===== config.mk =====
export PLATFORM = sky130hd
export DESIGN_NAME = ccff_chain_loader
export DESIGN_NICKNAME = d
export VERILOG_FILES = /design/src/rtl/ccff_loader_pkg.sv /design/src/rtl/ccff_word_serializer.sv /design/src/rtl/ccff_chain_loader.sv
export SDC_FILE = /design/constraint.sdc
export NUM_CORES = 1
export LEC_CHECK = 0
export CORE_MARGIN = 2
export CORE_UTILIZATION = 50
export DETAILED_ROUTE_END_ITERATION = 8
export GPL_TIMING_DRIVEN = 0
export HOLD_SLACK_MARGIN = 0.06
export PLACE_DENSITY = 0.71
export REMOVE_ABC_BUFFERS = 1
export SYNTH_ARGS = -nofsm -noshare
export SYNTH_HDL_FRONTEND = slang
export SYNTH_HIERARCHICAL = 1
export SYNTH_SLANG_ARGS = --single-unit

===== constraint.sdc =====
create_clock -name prog_clk -period 7.59 [get_ports prog_clk]
set_input_delay 0.759 -clock prog_clk [delete_from_list [all_inputs] [get_ports prog_clk]]
set_output_delay 0.759 -clock prog_clk [all_outputs]
set_load 0.1 [all_outputs]

===== src/rtl/ccff_loader_pkg.sv =====
// Shared definitions for the configuration-chain loader: FSM states, error codes
// and the word-count helper used to size the load phase.
package ccff_loader_pkg;

  typedef enum logic [1:0] {
    IDLE  = 2'd0,
    PROBE = 2'd1,
    LOAD  = 2'd2,
    DONE  = 2'd3
  } state_t;

  localparam logic [1:0] ERR_NONE         = 2'b00;
  localparam logic [1:0] ERR_NO_ECHO      = 2'b01;
  localparam logic [1:0] ERR_LEN_MISMATCH = 2'b10;

  function automatic int words_for(input int chain_len, input int word_w);
    return (chain_len + word_w - 1) / word_w;
  endfunction

endpackage


===== src/rtl/ccff_word_serializer.sv =====
// Word buffer and bit serializer for the load phase: accepts cfg words, emits
// them LSB first and reports when the last chain bit has been shifted.
module ccff_word_serializer
  import ccff_loader_pkg::*;
#(
  parameter int CHAIN_LEN = 1024,
  parameter int WORD_W    = 8,
  parameter int CNT_W     = $clog2(2*CHAIN_LEN+1)
) (
  input  logic              clk,
  input  logic              rst,
  input  logic              clear,
  input  logic              active,
  input  logic [WORD_W-1:0] cfg_data,
  input  logic              cfg_valid,
  output logic              cfg_ready,
  output logic              bit_out,
  output logic              shift,
  output logic              last_shift
);

  localparam int NWORDS    = words_for(CHAIN_LEN, WORD_W);
  localparam int TAIL_BITS = CHAIN_LEN % WORD_W;
  localparam int BC_W      = $clog2(WORD_W+1);
  localparam logic [BC_W-1:0] FULL_CNT = BC_W'(WORD_W);
  localparam logic [BC_W-1:0] TAIL_CNT = BC_W'((TAIL_BITS == 0) ? WORD_W : TAIL_BITS);

  logic [WORD_W-1:0] word_buf;
  logic [BC_W-1:0]   buf_cnt;
  logic [CNT_W-1:0]  words_in;
  logic [CNT_W-1:0]  bits_out;
  logic              words_left;
  logic              last_word;
  logic              take;

  assign words_left = (words_in != CNT_W'(NWORDS));
  assign last_word  = (words_in == CNT_W'(NWORDS-1));
  // Refill while the final buffered bit is still going out, so words stream with no bubble.
  assign cfg_ready  = active && words_left && (buf_cnt <= BC_W'(1));
  assign take       = cfg_valid && cfg_ready;
  assign shift      = active && (buf_cnt != '0);
  assign last_shift = shift && (bits_out == CNT_W'(CHAIN_LEN-1));
  assign bit_out    = word_buf[0];

  always_ff @(posedge clk or posedge rst) begin
    if (rst) begin
      buf_cnt  <= '0;
      words_in <= '0;
      bits_out <= '0;
    end else if (clear) begin
      buf_cnt  <= '0;
      words_in <= '0;
      bits_out <= '0;
    end else begin
      // Only the valid low bits of a short final word are counted; the rest never shift.
      if (take) begin
        buf_cnt  <= last_word ? TAIL_CNT : FULL_CNT;
        words_in <= words_in + CNT_W'(1);
      end else if (shift) begin
        buf_cnt  <= buf_cnt - BC_W'(1);
      end
      if (shift) begin
        bits_out <= bits_out + CNT_W'(1);
      end
    end
  end

  always_ff @(posedge clk) begin
    if (take) begin
      word_buf <= cfg_data;
    end else if (shift) begin
      word_buf <= word_buf >> 1;
    end
  end

endmodule


===== src/rtl/ccff_chain_loader.sv =====
// Configuration-chain loader: probes the loop-back chain length, then serially
// loads the bitstream and releases IO isolation on a clean load.
module ccff_chain_loader
  import ccff_loader_pkg::*;
#(
  parameter int CHAIN_LEN = 1024,
  parameter int WORD_W    = 8,
  parameter int CNT_W     = $clog2(2*CHAIN_LEN+1)
) (
  input  logic              prog_clk,
  input  logic              prog_reset,
  input  logic              start,
  input  logic [WORD_W-1:0] cfg_data,
  input  logic              cfg_valid,
  output logic              cfg_ready,
  output logic              ccff_head,
  input  logic              ccff_tail,
  output logic              shift_en,
  output logic              isol_n,
  output logic              busy,
  output logic              done,
  output logic              error,
  output logic [1:0]        err_code,
  output logic [CNT_W-1:0]  measured_len
);

  state_t           state, state_nxt;
  logic [CNT_W-1:0] cnt, cnt_nxt;
  logic [CNT_W-1:0] len_nxt;
  logic             error_nxt;
  logic [1:0]       code_nxt;
  logic             ser_clear;
  logic             ser_bit;
  logic             ser_shift;
  logic             ser_last;

  ccff_word_serializer #(
    .CHAIN_LEN (CHAIN_LEN),
    .WORD_W    (WORD_W),
    .CNT_W     (CNT_W)
  ) u_ser (
    .clk        (prog_clk),
    .rst        (prog_reset),
    .clear      (ser_clear),
    .active     (state == LOAD),
    .cfg_data   (cfg_data),
    .cfg_valid  (cfg_valid),
    .cfg_ready  (cfg_ready),
    .bit_out    (ser_bit),
    .shift      (ser_shift),
    .last_shift (ser_last)
  );

  always_ff @(posedge prog_clk or posedge prog_reset) begin
    if (prog_reset) begin
      state        <= IDLE;
      cnt          <= '0;
      error        <= 1'b0;
      err_code     <= ERR_NONE;
      measured_len <= '0;
    end else begin
      state        <= state_nxt;
      cnt          <= cnt_nxt;
      error        <= error_nxt;
      err_code     <= code_nxt;
      measured_len <= len_nxt;
    end
  end

  always_comb begin
    state_nxt = state;
    cnt_nxt   = cnt;
    error_nxt = error;
    code_nxt  = err_code;
    len_nxt   = measured_len;
    ser_clear = 1'b0;
    ccff_head = 1'b0;
    shift_en  = 1'b0;
    busy      = 1'b0;
    done      = 1'b0;
    isol_n    = 1'b0;
    case (state)
      IDLE, DONE: begin
        if (state == DONE) begin
          done   = 1'b1;
          isol_n = !error;
        end
        if (start) begin
          state_nxt = PROBE;
          cnt_nxt   = '0;
          error_nxt = 1'b0;
          code_nxt  = ERR_NONE;
          len_nxt   = '0;
          ser_clear = 1'b1;
        end
      end
      PROBE: begin
        // A single 1 is injected on the first cycle; its return time is the chain length.
        busy      = 1'b1;
        shift_en  = 1'b1;
        ccff_head = (cnt == '0);
        cnt_nxt   = cnt + CNT_W'(1);
        if (ccff_tail) begin
          len_nxt = cnt;
          if (cnt == CNT_W'(CHAIN_LEN)) begin
            state_nxt = LOAD;
          end else begin
            state_nxt = DONE;
            error_nxt = 1'b1;
            code_nxt  = ERR_LEN_MISMATCH;
          end
        end else if (cnt == CNT_W'(2*CHAIN_LEN)) begin
          state_nxt = DONE;
          error_nxt = 1'b1;
          code_nxt  = ERR_NO_ECHO;
        end
      end
      LOAD: begin
        busy      = 1'b1;
        shift_en  = ser_shift;
        ccff_head = ser_bit;
        if (ser_last) begin
          state_nxt = DONE;
        end
      end
      default: state_nxt = IDLE;
    endcase
  end

endmodule

# ---- Word-level counts from Yosys, hierarchy flattened
# Cells that the tools add are included.
dict set report word_totals {
  output_inout_bits 21
  regBits 65
  latch_bits 0
  mem_bits_rw 0
  n_memories 0
  rom_bits 0
  inputBits 13
  elab_cells 84
}
dict set report classes {
  n_bitwise 0
  mux 38
  n_mul 0
  n_reduce_logical 20
  n_lt_le_gt_ge 1
  eq_ne 12
  div 0
  add_sub_neg 4
  shifts 0
}
# operator count
set op_table {}
lappend op_table {{12-bit two-way mux} 6}
lappend op_table {{12-bit case mux with 2 select lines} 2}
lappend op_table {{12-bit by 1-bit adder with 12-bit output (second input constant)} 3}
lappend op_table {{2-bit two-way mux} 8}
lappend op_table {{8-bit two-way mux} 2}
lappend op_table {{12-bit by 10-bit equality test with 1-bit output (second input constant)} 1}
lappend op_table {{12-bit by 11-bit equality test with 1-bit output (second input constant)} 1}
lappend op_table {{12-bit equality test (second input constant)} 1}
lappend op_table {{12-bit logical NOT} 1}
lappend op_table {{1-bit two-way mux} 12}
lappend op_table {{4-bit two-way mux} 3}
lappend op_table {{12-bit by 8-bit != test with 1-bit output (second input constant)} 1}
lappend op_table {{2-bit nonzero test} 4}
lappend op_table {{2-bit != test (second input constant)} 3}
lappend op_table {{3-bit != test (second input constant)} 2}
lappend op_table {{1-bit case mux with 2 select lines} 3}
lappend op_table {{2-bit case mux with 3 select lines} 1}
lappend op_table {{3-bit AND reduction} 2}
lappend op_table {{1-bit logical AND} 5}
lappend op_table {{2-bit equality test (second input constant)} 2}
lappend op_table {{4-bit by 1-bit <= comparator with 1-bit output (second input constant)} 1}
lappend op_table {{2-bit case mux with 2 select lines} 1}
lappend op_table {{4-bit AND reduction} 1}
lappend op_table {{4-bit nonzero test} 1}
lappend op_table {{other kinds (7)} 8}

# ---- Longest topological paths before layout
dict set report depth {
  depth_word 6
  mapped_depth 10
}

# ---- By module
# The synthesis kept the hierarchy.
# module seq_area_each_um2 instances cells_per_inst area_per_inst_um2
set modules_own_cells {}
lappend modules_own_cells {ccff_word_serializer 940.9 1 180 1904.3}
lappend modules_own_cells {ccff_chain_loader 725.7 1 169 1647.8}

# ---- Worst setup path before layout
# No wires, ideal clock.
dict set report synth_timing {
  path_kind {register -> output}
  start {reg state[0]}
  end {out ccff_head}
  arrival_ps 3931
  slack_ps 2900
  path_stages_with_launch 5
  cell_sequence {dfrtp_1 -> inv_1 -> ha_1 -> clkbuf_8 -> a21boi_0}
}
dict set report synth_between {
  elab_chain_len 2
}
# element line
set synth_rtl {}
lappend synth_rtl {{start, declared} ccff_chain_loader.sv:27} ;# state_t state, state_nxt;
lappend synth_rtl {{start signal, assigned} ccff_chain_loader.sv:62} ;# state <= state_nxt;
lappend synth_rtl {{2-bit equality test / 2-bit by 1-bit equality test with 1-bit output (equally long branches)} ccff_chain_loader.sv:82} ;# case (state)
lappend synth_rtl {{1-bit case mux with 2 select lines (*)} ccff_chain_loader.sv:82}
lappend synth_rtl {{end, declared} ccff_chain_loader.sv:16} ;# output logic ccff_head,
# Every way passes the cells marked *; elsewhere a longest branch is shown, timed or not.

# ---- Worst setup path after layout
dict set report layout_timing {
  start {reg state[0]}
  end {out shift_en}
}
dict set report layout_between {
  elab_chain_len 3
}
# element line
set layout_rtl {}
lappend layout_rtl {{2-bit equality test} ccff_chain_loader.sv:45} ;# .active (state == LOAD),
lappend layout_rtl {{1-bit logical AND} ccff_word_serializer.sv:41} ;# assign shift = active && (buf_cnt != '0);
lappend layout_rtl {{via ser_shift} ccff_chain_loader.sv:34} ;# logic ser_shift;
lappend layout_rtl {{1-bit case mux with 2 select lines} ccff_chain_loader.sv:82}
lappend layout_rtl {{end, declared} ccff_chain_loader.sv:18} ;# output logic shift_en,
# The timed path passes the listed nets, and every way through them passes these cells.

==> summary.txt <==
Run status
  – Status: finished clean

Synthesis
  – EDFF count, synth: 8
  – Sequential area share after synthesis: 0.4692
  – Mapped Area: 3552 sq um
  – Adder-cell share of the synthesized area: 0.04579
  – Asr flop ratio synth: 0.8769
  – Share of the synthesized area in the top cell type: 0.4015
  – Yosys Warn Count: 6
  – Synth area leaders: dfrtp_1 40%, edfxtp_1 6.8%, ha_1 4.6%
  – Unique masters post-synth: 56
  – Synth Area in Simple Gates: 0.2335
  – Synth Area in XOR/XNOR: 0.05424
  – Post-synth top flop: dfrtp_1
  – Post-synthesis cell count: 349
  – Complex-gate fraction of the synthesized area: 0.1014
  – Number of synthesized register bits: 65
  – Main combinational cell family by area after synthesis: simple AND/OR/NAND/NOR gates
  – Post-synthesis mux area share: 0.05072
  – Mean area per synthesized cell: 10.18 sq um
  – Biggest area consumer among synthesized cells: dfrtp_1

Floorplanning
  – Starting Density: 0.5200
  – Die Span Y: 88.29 um
  – Die area: 7794 sq um
  – Core box area: 6832 sq um
  – Die width: 88.29 um
  – IO Pins: 34
  – Row count: 30

Cells and area
  – Area Overhead vs Synth: 16.84%
  – # fillers: 585
  – # diodes: 0
  – Fin nets: 403
  – Core Util, Final: 0.6075
  – Layout cells sized above 1: 0.1152

Routing
  – DRC viols: 0
  – Routed WL per cell: 14.75 um
  – Wl on met1: 3317 um
  – Vias/cell: 5.550
  – Initial DRC count: 234
  – Remaining antenna violation count after routing: 0
  – Met3 routed WL: 320 um
  – Final wirelength: 7051 um
  – Via count: 2653
  – Drt pass-1 iters: 4
  – Routed length on met2: 3347 um
  – Highest metal used: met4

Place
  – Final GP Congestion: 0.8127
  – Worst slack at placement: 3.634 ns
  – Port bufs: 33
  – HPWL Detailed: 4899 um

STA
  – Final period util: 0.5694
  – Min Tclk post-route: 4.322 ns
  – Hold Vio Cnt, Final: 0
  – Final WS setup: 3.268 ns
  – Slew HR: 0.2690
  – Max Clock Skew: 0.01303 ns
  – Setup violators final: 0
  – Worst Max-Slew Pin Slew: 1.095 ns
  – Max Clock Freq: 231.4 MHz
  – RSZ-0062 raised after global routing: false
  – Setup tns final: 0 ns
  – Slew Limit Fails: 0

Clock network
  – Cts hold-fix bufs: 0
  – Skew-Pair Late Insertion Delay: 0.34 ns
  – # H-tree levels: 3
  – CTS sink cnt: 65
  – Post-CTS Resized: 0
  – Clk buf depth: 2
  – Buffer count from post-CTS setup fixing: 0
  – CTS clk-pin slew, worst paths: 0.07 ns
  – Root Driver: clkbuf_8
  – CTS Buf Count: 9
  – CTS tree: yes

Setup path
  – Worst Path Required: 6.83 ns
  – Launching point of the worst reg2reg path: state[0]
  – RR Endpoint: u_ser/word_buf[6]
  – Worst Reg-to-Reg Cells: 6
  – Startpoint class of the critical path: register
  – CP Data Arrival Time: 3.56 ns
  – CP Capture Type: output port
  – Maximum fanout along the worst path: 11
  – Setup slack, reg-to-reg: 4.56 ns
  – CP Class: reg2out

Worst hold path
  – Worst Hold Class: reg2reg
  – Worst hold endpoint: measured_len[2]
  – Worst min-delay path startpoint: measured_len[2]
  – WHS Path Cells: 1

Global routing
  – Initial antenna violation count: 0
  – All-Layer GR Usage: 0.1994
  – Gr ovfl total: 0
  – Largest net degree at the start of global routing: 30
  – Vias in the first global route: 2539
  – First-pass GRT wire length: 11980 um

Power
  – Switching portion of total power: 0.4551
  – Pwr Density: 369.7 nW/um^2
  – Peak supply drop: 0.2815 mV
  – Int Power: 0.8361 mW
  – Gate power share: 0.478
  – Seq pwr share: 0.306
  – Switching power: 0.6983 mW
  – Leak: 1.696 nW
  – Clk pwr share: 0.216

Flow run
  – Max_cap viols: 0
-- how the worst max path moves through the flow --
| stage | slack, ns | end | start |
|---|---|---|---|
| finish | 3.27 | shift_en | state[0] |
| detailed placement | 3.63 | shift_en | state[0] |
| floorplan | 3.03 | ccff_head | state[0] |
| global route | 3.10 | shift_en | state[0] |
| CTS | 3.25 | shift_en | state[0] |
| global placement | 3.18 | cnt[11] | start |
-- power by group through the flow --
stage,Combinational (mW),Sequential (mW),Clock [mW]
finish,0.733,0.469,0.332
CTS,0.737,0.469,0.339
floorplan,0.495,0.537,0
detailed placement,0.734,0.475,0
global placement,0.710,0.473,0
global route,0.796,0.479,0.352
-- worst max-delay path, stage by stage (launching register included) --
cell	delay [ns]
dfrtp_1	0.42
inv_1	0.12
ha_1	0.49
inv_1	0.25
nor2_1	0.48
a21oi_1	0.13
nor2b_1	0.17
clkdlybuf4s50_1	1.15
-- placed cells by master, fill, tap and decap left out, types with 3 or more instances in the layout --
cell / count
xor2_1: 7
mux2_2: 12
xnor2_1: 15
dfrtp_1: 57
nor3_1: 10
clkdlybuf4s50_1: 33
or3_1: 9
edfxtp_1: 8
nor4_1: 8
o211ai_1: 4
a22o_1: 11
nor2_1: 35
nand3_1: 14
a21oi_1: 11
nor4b_1: 5
nand4_1: 10
inv_1: 17
or4_1: 3
clkbuf_8: 10
o21ai_0: 13
ha_1: 13
nor2b_1: 8
nand2_1: 20
mux2i_1: 3
-- cells by family after synthesis --
logic type,after synthesis
simple gates,145
flops,65
compound gates,54
buf+inv,34
xor+xnor,22
mux,16
fa+ha+maj,13
-- per-layer routing --
layer  vias up  global-route usage
met5         -                   0
met4         0             0.06749
met3         6             0.04851
met2        61              0.3083
met1      1277              0.2774
li1       1309                   -
-- cells in the mapped netlist, drive strengths merged (4+ instances only) --
| cell | n |
|---|---|
| a21oi | 11 |
| a22o | 12 |
| buf | 6 |
| clkbuf | 11 |
| dfrtp | 57 |
| edfxtp | 8 |
| ha | 13 |
| inv | 17 |
| mux2 | 13 |
| nand2 | 20 |
| nand3 | 14 |
| nand4 | 10 |
| nor2 | 35 |
| nor2b | 9 |
| nor3 | 10 |
| nor4 | 10 |
| nor4b | 5 |
| o211ai | 4 |
| o21ai | 15 |
| or3 | 9 |
| or4 | 4 |
| xnor2 | 15 |
| xor2 | 7 |
-- flip-flops by register name, summed over array words and instances (netlist names) --
signal and cells:
cnt 12, measured_len 12, u_ser/bits_out 12, u_ser/words_in 12, u_ser/word_buf 8, u_ser/buf_cnt 4, err_code 2, state 2
error 1
-- through the flow --
step | cells | hold WS [ns] | area [sq um] | power, mW
2_1_floorplan | 332 | 0.5027 | 3456 | 1.032
3_3_place_gp | 461 | 0.4909 | 3906 | 1.183
3_5_place_dp | 462 | 0.4944 | 3924 | 1.209
4_1_cts | 478 | 0.5105 | 4150 | 1.546
5_1_grt | 478 | 0.5235 | 4150 | 1.627
6_report | 478 | 0.5122 | 4150 | 1.534
-- area by class of cell --
cell class | instances | area (sq um) | area share
clock buffers | 10 | 137.6 | 0.03316
inverters | 17 | 63.81 | 0.01538
clock inverters | 6 | 88.84 | 0.02140
well taps | 96 | 120.1 | 0.02894
multi-input cells | 250 | 1728 | 0.4163
flip-flops and latches | 65 | 1667 | 0.4016
repair buffers | 34 | 345.3 | 0.08321
No activity file was read; power rests on OpenSTA's default activity.
